`src/rtl/ext_mem_xfer_ctrl.sv`:
```
// External-memory <-> on-chip buffer transfer controller.
// Runs one load (ext -> buffer, pipelined reads) or one save (buffer -> ext, one word at a
// time) per start pulse and reports sticky done flags plus a status code.
module ext_mem_xfer_ctrl #(
  parameter int unsigned DATA_W    = 16,
  parameter int unsigned EXT_AW    = 32,
  parameter int unsigned BUF_AW    = 16,
  parameter int unsigned MAX_OUTST = 4
) (
  input  logic              clk,
  input  logic              rst_n,
  input  logic [EXT_AW-1:0] i_load_start,
  input  logic [31:0]       i_load_words,
  input  logic [BUF_AW-1:0] i_load_buf_addr,
  input  logic [EXT_AW-1:0] i_save_start,
  input  logic [31:0]       i_save_words,
  input  logic [BUF_AW-1:0] i_save_buf_addr,
  input  logic              i_start_load,
  input  logic              i_start_save,
  input  logic              i_abort,
  output logic              o_mem_rd_req,
  output logic [EXT_AW-1:0] o_mem_rd_addr,
  input  logic              i_mem_rd_gnt,
  input  logic              i_mem_rd_vld,
  input  logic [DATA_W-1:0] i_mem_rd_data,
  output logic              o_mem_wr_req,
  output logic [EXT_AW-1:0] o_mem_wr_addr,
  output logic [DATA_W-1:0] o_mem_wr_data,
  input  logic              i_mem_wr_gnt,
  output logic              o_buf_wr_en,
  output logic [BUF_AW-1:0] o_buf_wr_addr,
  output logic [DATA_W-1:0] o_buf_wr_data,
  output logic              o_buf_rd_en,
  output logic [BUF_AW-1:0] o_buf_rd_addr,
  input  logic [DATA_W-1:0] i_buf_rd_data,
  output logic              o_buffer_loaded,
  output logic              o_buffer_saved,
  output logic              o_busy,
  output logic [3:0]        o_status
);

  // Outstanding counter must hold the value MAX_OUTST itself.
  localparam int unsigned OW = $clog2(MAX_OUTST) + 1;
  localparam logic [OW-1:0] MaxOutst = OW'(MAX_OUTST);

  localparam logic [3:0] StatOk      = 4'd0;
  localparam logic [3:0] StatBusy    = 4'd1;
  localparam logic [3:0] StatAbort   = 4'd2;
  localparam logic [3:0] StatCollide = 4'd3;

  typedef enum logic [2:0] {
    StIdle, StLdRun, StSvRd, StSvWait, StSvWr, StDrain, StDone
  } state_e;

  state_e              r_state,    w_state_nxt;
  logic                r_dir_load, w_dir_load_nxt;
  logic [EXT_AW-1:0]   r_ext_addr, w_ext_addr_nxt;
  logic [BUF_AW-1:0]   r_buf_addr, w_buf_addr_nxt;
  logic [31:0]         r_words,    w_words_nxt;
  logic [31:0]         r_issued,   w_issued_nxt;
  logic [31:0]         r_count,    w_count_nxt;
  logic [OW-1:0]       r_outst,    w_outst_nxt;
  logic [DATA_W-1:0]   r_data,     w_data_nxt;
  logic                r_loaded,   w_loaded_nxt;
  logic                r_saved,    w_saved_nxt;
  logic [3:0]          r_status,   w_status_nxt;

  logic w_rd_req;
  logic w_rd_fire;
  logic w_vld_in;
  logic w_buf_wr;

  assign w_rd_req  = (r_state == StLdRun) && (r_issued < r_words) && (r_outst < MaxOutst);
  assign w_rd_fire = w_rd_req && i_mem_rd_gnt;
  // Read data only counts against a request we actually have in flight; stale data after
  // a reset (or with nothing outstanding) is dropped.
  assign w_vld_in  = i_mem_rd_vld && (r_outst != '0) &&
                     ((r_state == StLdRun) || (r_state == StDrain));
  assign w_buf_wr  = w_vld_in && (r_state == StLdRun);
  assign w_outst_nxt = r_outst + OW'(w_rd_fire) - OW'(w_vld_in);

  // State register and datapath registers
  always_ff @(posedge clk or negedge rst_n) begin
    if (!rst_n) begin
      r_state    <= StIdle;
      r_dir_load <= 1'b0;
      r_ext_addr <= '0;
      r_buf_addr <= '0;
      r_words    <= '0;
      r_issued   <= '0;
      r_count    <= '0;
      r_outst    <= '0;
      r_data     <= '0;
      r_loaded   <= 1'b0;
      r_saved    <= 1'b0;
      r_status   <= StatOk;
    end else begin
      r_state    <= w_state_nxt;
      r_dir_load <= w_dir_load_nxt;
      r_ext_addr <= w_ext_addr_nxt;
      r_buf_addr <= w_buf_addr_nxt;
      r_words    <= w_words_nxt;
      r_issued   <= w_issued_nxt;
      r_count    <= w_count_nxt;
      r_outst    <= w_outst_nxt;
      r_data     <= w_data_nxt;
      r_loaded   <= w_loaded_nxt;
      r_saved    <= w_saved_nxt;
      r_status   <= w_status_nxt;
    end
  end

  // Next-state and datapath update
  always_comb begin
    w_state_nxt    = r_state;
    w_dir_load_nxt = r_dir_load;
    w_ext_addr_nxt = r_ext_addr;
    w_buf_addr_nxt = r_buf_addr;
    w_words_nxt    = r_words;
    w_issued_nxt   = r_issued;
    w_count_nxt    = r_count;
    w_data_nxt     = r_data;
    w_loaded_nxt   = r_loaded;
    w_saved_nxt    = r_saved;
    w_status_nxt   = r_status;

    case (r_state)
      StIdle: begin
        // A simultaneous save request loses to the load.
        if (i_start_load) begin
          w_dir_load_nxt = 1'b1;
          w_ext_addr_nxt = i_load_start;
          w_buf_addr_nxt = i_load_buf_addr;
          w_words_nxt    = i_load_words;
          w_issued_nxt   = '0;
          w_count_nxt    = '0;
          w_loaded_nxt   = 1'b0;
          w_status_nxt   = i_start_save ? StatCollide : StatOk;
          w_state_nxt    = (i_load_words == '0) ? StDone : StLdRun;
        end else if (i_start_save) begin
          w_dir_load_nxt = 1'b0;
          w_ext_addr_nxt = i_save_start;
          w_buf_addr_nxt = i_save_buf_addr;
          w_words_nxt    = i_save_words;
          w_issued_nxt   = '0;
          w_count_nxt    = '0;
          w_saved_nxt    = 1'b0;
          w_status_nxt   = StatOk;
          w_state_nxt    = (i_save_words == '0) ? StDone : StSvRd;
        end
      end
      StLdRun: begin
        // Issue side advances on grant, buffer side on returned data.
        if (w_rd_fire) begin
          w_ext_addr_nxt = r_ext_addr + EXT_AW'(1);
          w_issued_nxt   = r_issued + 32'd1;
        end
        if (w_buf_wr) begin
          w_buf_addr_nxt = r_buf_addr + BUF_AW'(1);
          w_count_nxt    = r_count + 32'd1;
          if (r_count + 32'd1 == r_words) w_state_nxt = StDone;
        end
      end
      StSvRd: w_state_nxt = StSvWait;
      StSvWait: begin
        w_data_nxt  = i_buf_rd_data;
        w_state_nxt = StSvWr;
      end
      StSvWr: begin
        if (i_mem_wr_gnt) begin
          w_ext_addr_nxt = r_ext_addr + EXT_AW'(1);
          w_buf_addr_nxt = r_buf_addr + BUF_AW'(1);
          w_count_nxt    = r_count + 32'd1;
          w_state_nxt    = (r_count + 32'd1 == r_words) ? StDone : StSvRd;
        end
      end
      StDrain: begin
        if (w_outst_nxt == '0) w_state_nxt = StIdle;
      end
      StDone: begin
        if (r_dir_load) w_loaded_nxt = 1'b1;
        else            w_saved_nxt  = 1'b1;
        w_state_nxt = StIdle;
      end
      default: w_state_nxt = StIdle;
    endcase

    // Starts while busy are rejected; abort overrides everything, including a done flag.
    if (r_state != StIdle) begin
      if (i_start_load || i_start_save) w_status_nxt = StatBusy;
      if (i_abort && (r_state != StDrain)) begin
        w_status_nxt = StatAbort;
        w_loaded_nxt = r_loaded;
        w_saved_nxt  = r_saved;
        w_state_nxt  = (w_outst_nxt != '0) ? StDrain : StIdle;
      end
    end
  end

  // Output decode
  always_comb begin
    o_mem_rd_req    = w_rd_req;
    o_mem_rd_addr   = r_ext_addr;
    o_mem_wr_req    = (r_state == StSvWr);
    o_mem_wr_addr   = r_ext_addr;
    o_mem_wr_data   = r_data;
    o_buf_wr_en     = w_buf_wr;
    o_buf_wr_addr   = r_buf_addr;
    o_buf_wr_data   = w_buf_wr ? i_mem_rd_data : '0;
    o_buf_rd_en     = (r_state == StSvRd);
    o_buf_rd_addr   = r_buf_addr;
    o_buffer_loaded = r_loaded;
    o_buffer_saved  = r_saved;
    o_busy          = (r_state != StIdle);
    o_status        = r_status;
  end

endmodule

```
`config.mk`:
```
export PLATFORM = sky130hd
export DESIGN_NAME = ext_mem_xfer_ctrl
export DESIGN_NICKNAME = d
export VERILOG_FILES = /design/src/rtl/ext_mem_xfer_ctrl.sv
export SDC_FILE = /design/constraint.sdc
export NUM_CORES = 1
export LEC_CHECK = 0
export CAP_MARGIN = 5
export CORE_MARGIN = 4
export CORE_UTILIZATION = 30
export CTS_CLUSTER_DIAMETER = 100
export DETAILED_ROUTE_END_ITERATION = 8
export DONT_BUFFER_PORTS = 1
export GPL_ROUTABILITY_DRIVEN = 1
export PLACE_DENSITY_LB_ADDON = 0.15
export SLEW_MARGIN = 40
export SYNTH_ARGS = -nofsm -noshare
export SYNTH_HDL_FRONTEND = slang
export SYNTH_SLANG_ARGS = --single-unit
```
`constraint.sdc`:
```
create_clock -name clk -period 7.1 [get_ports clk]
set_input_delay 0.355 -clock clk [delete_from_list [all_inputs] [get_ports clk]]
set_output_delay 0.355 -clock clk [all_outputs]
set_load 0.02 [all_outputs]
```
== After elaboration in Yosys (flattened, before gate mapping) ==
Cells that the tools add are included.

* Register bits after elaboration: 173
* Bits of input ports: 200
* Word-level logic and storage cells: 109

* Add/sub/neg operators: 6
* Magnitude comparators: 2
* Eq/ne operators: 13
* Muxes and demuxes: 53
* Reduce and logical (&&, ||, !) cells: 23

{| class="wikitable"
|+ Operators by type and width
! kind !! number
|-
| $mux W32 || 11
|-
| $pmux W32 S3 || 2
|-
| $add A32 B1 Y32 const B || 3
|-
| $mux W16 || 5
|-
| $logic_not A32 Y1 || 2
|-
| $pmux W32 S2 || 1
|-
| $pmux W16 S3 || 1
|-
| $mux W3 || 12
|-
| $eq A32 B32 Y1 || 1
|-
| $lt A32 B32 Y1 || 1
|-
| $mux W4 || 6
|-
| $pmux W3 S6 || 1
|-
| $add A16 B1 Y16 const B || 1
|-
| $reduce_bool A3 Y1 || 4
|-
| $mux W1 || 11
|-
| $eq A3 B3 Y1 const B || 3
|-
| $reduce_and A4 Y1 || 2
|-
| $logic_and A1 B1 Y1 || 7
|-
| $eq A3 B2 Y1 const B || 2
|-
| $logic_not A3 Y1 || 2
|-
| $ne A2 B2 Y1 const B || 3
|-
| $ne A3 B3 Y1 const B || 2
|-
| $pmux W1 S2 || 2
|-
| $reduce_bool A2 Y1 || 2
|-
| 9 further kinds || 10
|}

== Depth between registers and ports, before layout ==
Gate-level depths: netlist of the first run.

* Depth in word-level cells: 11
* Gate-level depth with buffers: 23
* Gate-level depth less buffers: 20

== Worst setup path after synthesis of the first run ==
Ideal clock, no wire load.

* Kind: register to register
* From: register r_state[1]
* To: register r_state[2]
* Setup time: 0.132 ns
* Data arrival time: 4.203 ns
* Data required time: 6.968 ns
* Slack: 2.765 ns
* Cell stages (with the launch flop): 24
* Cells stage by stage: dfrtp_1 > buf_2 > nand2b_1 > or2_1 > buf_2 > a2111oi_0 > o211ai_1 > a211oi_2 > o21a_1 > buf_4 > inv_2 > buf_6 > buf_2 > ha_1 > inv_1 > ha_1 > inv_1 > fa_1 > xnor2_1 > xnor2_1 > nor3_1 > a21oi_1 > a211oi_1 > o41ai_1

* Cells in the longest elaborated chain, start to end: 11
* Elaborated cells on any way between the ends: 25
* Classes of those cells: add/sub: 2; eq/ne: 6; mux: 6; reduce/logical: 11

{| class="wikitable"
|+ RTL lines
! item !! RTL line !! text
|-
| start: declaration || 55 || <nowiki>state_e r_state, w_state_nxt;</nowiki>
|-
| start signal: assignment || 85 || <nowiki>r_state <= StIdle;</nowiki>
|-
| start signal: assignment || 98 || <nowiki>r_state <= w_state_nxt;</nowiki>
|-
| $eq A3 B1 Y1 || 73, 78 ||
|-
| $logic_and A1 B1 Y1 (2 in series) || 73 || <nowiki>assign w_rd_req = (r_state == StLdRun) && (r_issued < r_words) && (r_outst < MaxOutst);</nowiki>
|-
| $logic_and A1 B1 Y1 || 74 || <nowiki>assign w_rd_fire = w_rd_req && i_mem_rd_gnt;</nowiki>
|-
| $add A3 B1 Y3 || 80 || <nowiki>assign w_outst_nxt = r_outst + OW'(w_rd_fire) - OW'(w_vld_in);</nowiki>
|-
| $sub A3 B1 Y3 * || 80 ||
|-
| via w_outst_nxt[2] || 62 || <nowiki>logic [OW-1:0] r_outst, w_outst_nxt;</nowiki>
|-
| $logic_not A3 Y1 || 178 || <nowiki>if (w_outst_nxt == '0) w_state_nxt = StIdle;</nowiki>
|-
| $mux W3 || 178 ||
|-
| $pmux W3 S6 || 127 || <nowiki>case (r_state)</nowiki>
|-
| $mux W3 || 191 || <nowiki>if (i_abort && (r_state != StDrain)) begin</nowiki>
|-
| $mux W3 * || 189 || <nowiki>if (r_state != StIdle) begin</nowiki>
|-
| via w_state_nxt[2] || 55 ||
|}

The timed path passes the listed nets; every way through them passes the cells marked *.
A chain may end at the register's enable or synchronous reset.

== Worst setup path in the final report of the first run ==
Ends and elaborated chain as after synthesis.

==> impl_metrics.env, run 1 <==
export IMPL_status="finished clean"
export IMPL_postRouteAntennaNets=0
export IMPL_finalHoldViolCount=0
export IMPL_slew_headroom_pct=46.6
export IMPL_fin_nets=1561
export IMPL_worstSetupEndpointType="register"
export IMPL_drive_above_1_share_pct=9.21
export IMPL_p_int_mw=2.57
export IMPL_grt_overflow_total=0
export IMPL_finalPower_mw=5.23
export IMPL_first_iter_violations=610
export IMPL_dr_total_vias=10452
export IMPL_cp_endpoint="r_state[2]"
export IMPL_grt_start_max_net_pins=174
export IMPL_ff2ff_path_depth=18
export IMPL_ys_warnings_count=0
export IMPL_holdWs_ns=0.0418
export IMPL_synth_edf_count=0
export IMPL_final_util_pct=32.4
export IMPL_syn_to_final_growth_pct=5.87
export IMPL_hold_class="in2reg"
export IMPL_reg2reg_slack_ns=1.67
export IMPL_fin_crit_sh_pct=76.5
export IMPL_io_pins=339
export IMPL_cts_made_buffers=17
export IMPL_finalMaxSlewViolations=0
export IMPL_final_cell_mix="dfrtp_1, a21oi_1, nor2_1"
export IMPL_async_flop_share_pct=100
export IMPL_swShare_pct=50.8
export IMPL_clk_latency_ns=0.46
export IMPL_worstSetupPathType="reg2reg"
export IMPL_core_um2=40000
export IMPL_dr_pass1_iters=5
export IMPL_cp_max_fo=45
export IMPL_syn_inst=1423
export IMPL_p_clk_share_pct=18.8
export IMPL_ys_types=79
export IMPL_fin_crit_ns=5.43
export IMPL_io_buffers=0
export IMPL_h_tree_depth=4
export IMPL_grt_busiest_layer="met2"
export IMPL_grt_use_met2_pct=30.3
export IMPL_power_leakage_nw=5.32
export IMPL_fmax_mhz=184
export IMPL_crit_chain="nand2b_1, or2_1, a2111oi_0, o211ai_1, a211oi_2, o21a_1, inv_2, ha_1, inv_1, ha_1, inv_1, fa_1, xnor2_1, xnor2_1, nor3_1, a21oi_1, a211oi_1, o41ai_1"
export IMPL_switchingPower_mw=2.65
export IMPL_finClkSkew_ns=0.0140
export IMPL_route_detailed_drc=0
export IMPL_antenna_cells=0
export IMPL_fin_ws_ns=1.67
export IMPL_grt_pass1_wl_um=63500
export IMPL_cts_tree="done"
export IMPL_final_common_cell="dfrtp_1"
export IMPL_fp_dieW_um=210
export IMPL_dpl_hpwl_um=30300
export IMPL_synth_area_per_cell_um2=8.60
export IMPL_required_ns=7.42
export IMPL_ys_seq_area_share_pct=35.4
export IMPL_postCtsResizedCells=0
export IMPL_antenna_found_initial=0
export IMPL_wl_per_cell_um=22.3
export IMPL_finalSetupViolCount=0
export IMPL_path_clk_slew_ns=0.08
export IMPL_met3_usage_pct=3.90
export IMPL_maxCapViolCount=0
export IMPL_fp_row_count=73
export IMPL_final_setup_tns_ns=0
export IMPL_cpMaxStageDelayCell="dfrtp_1"
export IMPL_worstPathArrival_ns=5.75
export IMPL_die_area_um2=44100
export IMPL_grt_pass1_vias=10168
export IMPL_place_ws_ns=1.71
export IMPL_worst_pin_slew_ns=0.795
export IMPL_p_per_area_nw_per_um2=404
export IMPL_die_y_um=210
export IMPL_grt_usage_pct=18.2
export IMPL_crit_start="r_state[1]"
export IMPL_synth_flop_cell="dfrtp_1"
export IMPL_startpoint_type="register"
export IMPL_synth_area_um2=12200
export IMPL_cts_root_buf="clkbuf_16"
export IMPL_r2r_end="r_state[2]"
export IMPL_peakVddDrop_v=0.000199
export IMPL_viasPerCell=5.62
export IMPL_synth_seq_cells=173
export IMPL_cts_buffer_depth=2
export IMPL_cts_sinks=173
export IMPL_p_comb_share_pct=39.7
export IMPL_start_util_pct=30.6
export IMPL_slowest_delay_ns=0.56
export IMPL_p_seq_share_pct=41.5
export IMPL_reg2reg_from="r_state[1]"
export IMPL_gp_congestion=0.821
export IMPL_rsz0062_at_grt="false"
export IMPL_wl_um=41500
export IMPL_syn_nets=1661
export IMPL_use_met1_pct=24.6
==> flip-flops by register name (all words and copies together) (netlist names) <==
signal           count
r_words             32
r_dir_load           1
o_buffer_saved       1
o_mem_rd_addr       32
o_buffer_loaded      1
r_issued            32
o_status             4
r_outst              3
r_state              3
o_buf_rd_addr       16
o_mem_wr_data       16
r_count             32
==> synth_stat cells, types with 30 or more instances <==
library cell | n | area (um^2)
a21oi_1 | 128 | 641
and2_1 | 30 | 188
buf_4 | 49 | 368
clkbuf_1 | 63 | 236
dfrtp_1 | 173 | 4330
ha_1 | 37 | 463
inv_1 | 69 | 259
mux2_2 | 36 | 405
mux2i_1 | 51 | 510
nand2_1 | 95 | 357
nand3_1 | 38 | 190
nand4_1 | 38 | 238
nor2_1 | 104 | 390
o21ai_0 | 95 | 475
o31ai_1 | 36 | 270
xnor2_1 | 32 | 280
==> layout make-up <==
cell class | count | area [um^2]
Tap cell | 525 | 657
Fill cell | 4242 | 27100
Clock inverter | 15 | 171
Sequential cell | 173 | 4330
Clock buffer | 17 | 425
Multi-Input combinational cell | 1044 | 6940
Inverter | 70 | 263
Timing Repair Buffer | 17 | 170
==> timing repair <==
| action | 4_1_cts | 5_1_grt |
|---|---|---|
| buffers inserted | 0 | 0 |
| hold endpoints to repair | 174 | 72 |
| hold buffers | 2 | 1 |
==> cell families (layout without fill, tap and decap cells) <==
logic type,Yosys count,after routing,share of synthesized area [%]
AO/OA/AOI/OAI,409,409,21.1
XOR/XNOR,52,52,3.84
adder cells (fa/ha/maj),38,38,3.95
buffers and inverters,206,119,8.61
flip-flops,173,173,35.4
multiplexers,87,87,7.49
AND/OR/NAND/NOR,458,458,19.7
==> worst max-delay path, delay by kind of cell, from the launching register on <==
| kind | cells | cell delay [ns] |
|---|---|---|
| fa+ha+maj | 3 | 0.92 |
| xor+xnor | 2 | 0.30 |
| buf+inv | 3 | 0.52 |
| simple gates | 3 | 0.91 |
| flops | 1 | 0.56 |
| compound gates | 7 | 2.06 |
==> power groups by stage <==
stage | registers (mW) | clock network, mW | logic [mW]
after floorplan | 1.81 | 0 | 1.96
after global routing | 2.23 | 1.06 | 2.34
final | 2.17 | 0.985 | 2.07
after global placement | 2.19 | 0 | 2.05
after CTS | 2.18 | 1.02 | 2.09
after detailed placement | 2.20 | 0 | 2.06
==> through the flow <==
stage | std cells | cell area [um^2]
after floorplan | 1423 | 12200
after global placement | 1824 | 12200
after detailed placement | 1825 | 12300
after CTS | 1859 | 12900
after global routing | 1861 | 13000
final | 1861 | 13000
==> metal layers <==
metal | vias to the layer above | part of all wire (%)
met5 | - | 0
met4 | 0 | 0.79
met3 | 16 | 4.8
met2 | 281 | 49
met1 | 5193 | 46
li1 | 4962 | -
==> worst min path at each step <==
stage	cells past startpoint	slack, ns	start	endpoint
2_1_floorplan	0	0.06	rst_n	o_buf_rd_addr[0]
3_3_place_gp	0	0.08	rst_n	r_words[26]
3_5_place_dp	0	0.08	rst_n	r_count[28]
4_1_cts	1	0.007	rst_n	r_words[27]
5_1_grt	1	0.02	i_buf_rd_data[6]	o_mem_wr_data[6]
6_report	1	0.04	i_buf_rd_data[8]	o_mem_wr_data[8]
Power figures use the tool's default switching activity.
==> inputs of run 2 (changes only) <==
- clock period: 7.1 -> 5.1 ns (I/O delays scaled with it)
==> run 2 against run 1 <==
  * Worst setup slack got worse by 1.0 ns
  * Sequential cell count did not move
  * Sequential power rose by 38%
  * Register-to-register slack got worse by 1.0 ns
  * Cell count rose by 2.0%
  * Largest power group is now combinational logic
  * Non-clock buffer count rose by 37
  * Via count rose by 1.3%
  * Cell area rose by 2.8%
  * Clock power rose by 43%
  * Critical path depth rose by 3
  * Clock skew barely moved
  * Core utilization rose by 0.92 points
==> impl_metrics.env, run 2 (synthesis results as in run 1) <==
export IMPL_postCtsResizedCells=0
export IMPL_path_clk_slew_ns=0.07
export IMPL_grt_start_max_net_pins=174
export IMPL_finClkSkew_ns=0.0137
export IMPL_die_y_um=210
export IMPL_cts_hold_buf=27
export IMPL_dr_total_vias=10591
export IMPL_fin_crit_sh_pct=87.5
export IMPL_core_um2=40000
export IMPL_fp_dieW_um=210
export IMPL_fin_crit_ns=4.46
export IMPL_drive_above_1_share_pct=9.61
export IMPL_viasPerCell=5.58
export IMPL_startpoint_type="register"
export IMPL_syn_to_final_growth_pct=8.89
export IMPL_ff2ff_path_depth=21
export IMPL_whs_path_depth=2
export IMPL_io_buffers=0
export IMPL_dp_cells=1838
export IMPL_slowest_delay_ns=0.54
export IMPL_final_common_cell="dfrtp_1"
export IMPL_postRouteAntennaNets=0
export IMPL_fp_row_count=73
export IMPL_cts_root_buf="clkbuf_16"
export IMPL_finalPower_mw=7.46
export IMPL_dpl_hpwl_um=30200
export IMPL_cpMaxStageDelayCell="a211oi_2"
export IMPL_start_util_pct=30.6
export IMPL_grt_usage_pct=18.6
export IMPL_antenna_found_initial=1
export IMPL_cts_made_buffers=17
export IMPL_required_ns=5.43
export IMPL_final_setup_tns_ns=0
export IMPL_cts_tree="done"
export IMPL_final_cell_mix="dfrtp_1, a21oi_1, nor2_1"
export IMPL_cts_buffer_depth=2
export IMPL_io_pins=339
export IMPL_fmax_mhz=224
export IMPL_fin_nets=1598
export IMPL_route_detailed_drc=0
export IMPL_worst_pin_slew_ns=0.793
export IMPL_antenna_cells=0
export IMPL_swShare_pct=49.6
export IMPL_worstPathArrival_ns=4.80
export IMPL_slew_headroom_pct=47.2
export IMPL_finalHoldViolCount=0
export IMPL_multiInputGateArea_um2=6930
export IMPL_r2r_end="r_state[2]"
export IMPL_hold_class="in2reg"
export IMPL_cp_max_fo=10
export IMPL_p_seq_share_pct=40.2
export IMPL_worstSetupEndpointType="register"
export IMPL_peakVddDrop_v=0.000287
export IMPL_wl_per_cell_um=22.1
export IMPL_grt_pass1_vias=10405
export IMPL_die_area_um2=44100
export IMPL_holdWs_ns=0.0283
export IMPL_num_fill_cells=4157
export IMPL_switchingPower_mw=3.70
export IMPL_finalMaxSlewViolations=0
export IMPL_grt_pass1_wl_um=64100
export IMPL_maxCapViolCount=0
export IMPL_power_leakage_nw=5.49
export IMPL_hold_path_end="r_words[4]"
export IMPL_worstSetupPathType="reg2reg"
export IMPL_grt_overflow_total=0
export IMPL_p_clk_share_pct=18.9
export IMPL_crit_chain="inv_1, ha_1, nand4_1, nor2_1, a2111oi_0, o211ai_1, a211oi_2, o21a_1, buf_4, inv_2, ha_1, inv_1, ha_1, inv_1, fa_1, xnor2_1, xnor2_1, nor3_1, a21oi_1, a211oi_1, o41ai_1"
export IMPL_seq_area_um2=4330
export IMPL_clk_latency_ns=0.46
export IMPL_p_int_mw=3.76
export IMPL_p_per_area_nw_per_um2=560
export IMPL_p_comb_share_pct=40.9
export IMPL_cts_sinks=173
export IMPL_wl_um=42000
export IMPL_rsz0062_at_grt="false"
export IMPL_gp_congestion=0.821
export IMPL_reg2reg_slack_ns=0.64
export IMPL_first_iter_violations=683
export IMPL_h_tree_depth=4
export IMPL_status="finished clean"
export IMPL_dr_pass1_iters=5
export IMPL_min_from="i_save_words[4]"
export IMPL_reg2reg_from="r_words[30]"
export IMPL_post_cts_buffers=0
export IMPL_finalSetupViolCount=0
export IMPL_fin_cells=1898
run 2: cell count changes in the layout (fill, tap and decap cells not counted), sizes merged:
cell,change
bufinv,+2
buf,+13
clkinv,+2
clkbuf,+2
inv,-7
dlygate4sd3,+24
clkinvlp,+1
run 2: cell type report:
type,instances,share of cell area (%)
Tap cell,525,4.93
Sequential cell,173,32.5
Multi-Input combinational cell,1044,52.0
Clock buffer,19,3.40
Inverter,70,1.97
Clock inverter,13,1.23
Timing Repair Buffer,54,3.94
run 2: per-stage QoR:
| step | utilization [%] | area (um^2) | setup slack (ns) |
|---|---|---|---|
| global route | 33.3 | 13300 | 0.0857 |
| CTS | 33.2 | 13300 | 0.579 |
| global placement | 30.8 | 12300 | 0.773 |
| floorplan | - | 12200 | 0.765 |
| finish | 33.3 | 13300 | 0.636 |
| detailed placement | 30.9 | 12400 | 0.603 |
run 2: worst max-delay path by stage:
stage | end | start | cells past startpoint | slack (ns)
6_report | r_state[2] | r_words[30] | 21 | 0.64
5_1_grt | r_state[2] | r_words[26] | 21 | 0.09
4_1_cts | r_state[2] | r_words[30] | 21 | 0.58
3_5_place_dp | r_state[2] | r_words[30] | 21 | 0.60
3_3_place_gp | r_state[2] | r_words[30] | 21 | 0.77
2_1_floorplan | r_state[2] | r_state[1] | 23 | 0.76
run 2: per-layer routing:
metal	vias to the layer above	GRT usage (%)	part of all wire, %
li1	5049	-	-
met1	5195	25.1	45
met2	311	29.9	48
met3	34	4.93	5.8
met4	2	4.16	1.2
met5	-	0	0.031
run 2: power groups by stage:
stage | Combinational, mW | Sequential (mW) | Clock (mW)
after detailed placement | 3.01 | 3.03 | 0
final | 3.05 | 3.00 | 1.41
after CTS | 3.08 | 3.01 | 1.47
after global routing | 3.43 | 3.08 | 1.52
after global placement | 2.95 | 3.03 | 0
after floorplan | 2.73 | 2.53 | 0
run 2: critical path, delay by kind of cell, from the launching register on:
kind	cells	cell delay, ns
fa+ha+maj	4	1.06
simple gates	3	0.43
compound gates	7	1.76
buf+inv	5	0.40
flops	1	0.39
xor+xnor	2	0.30
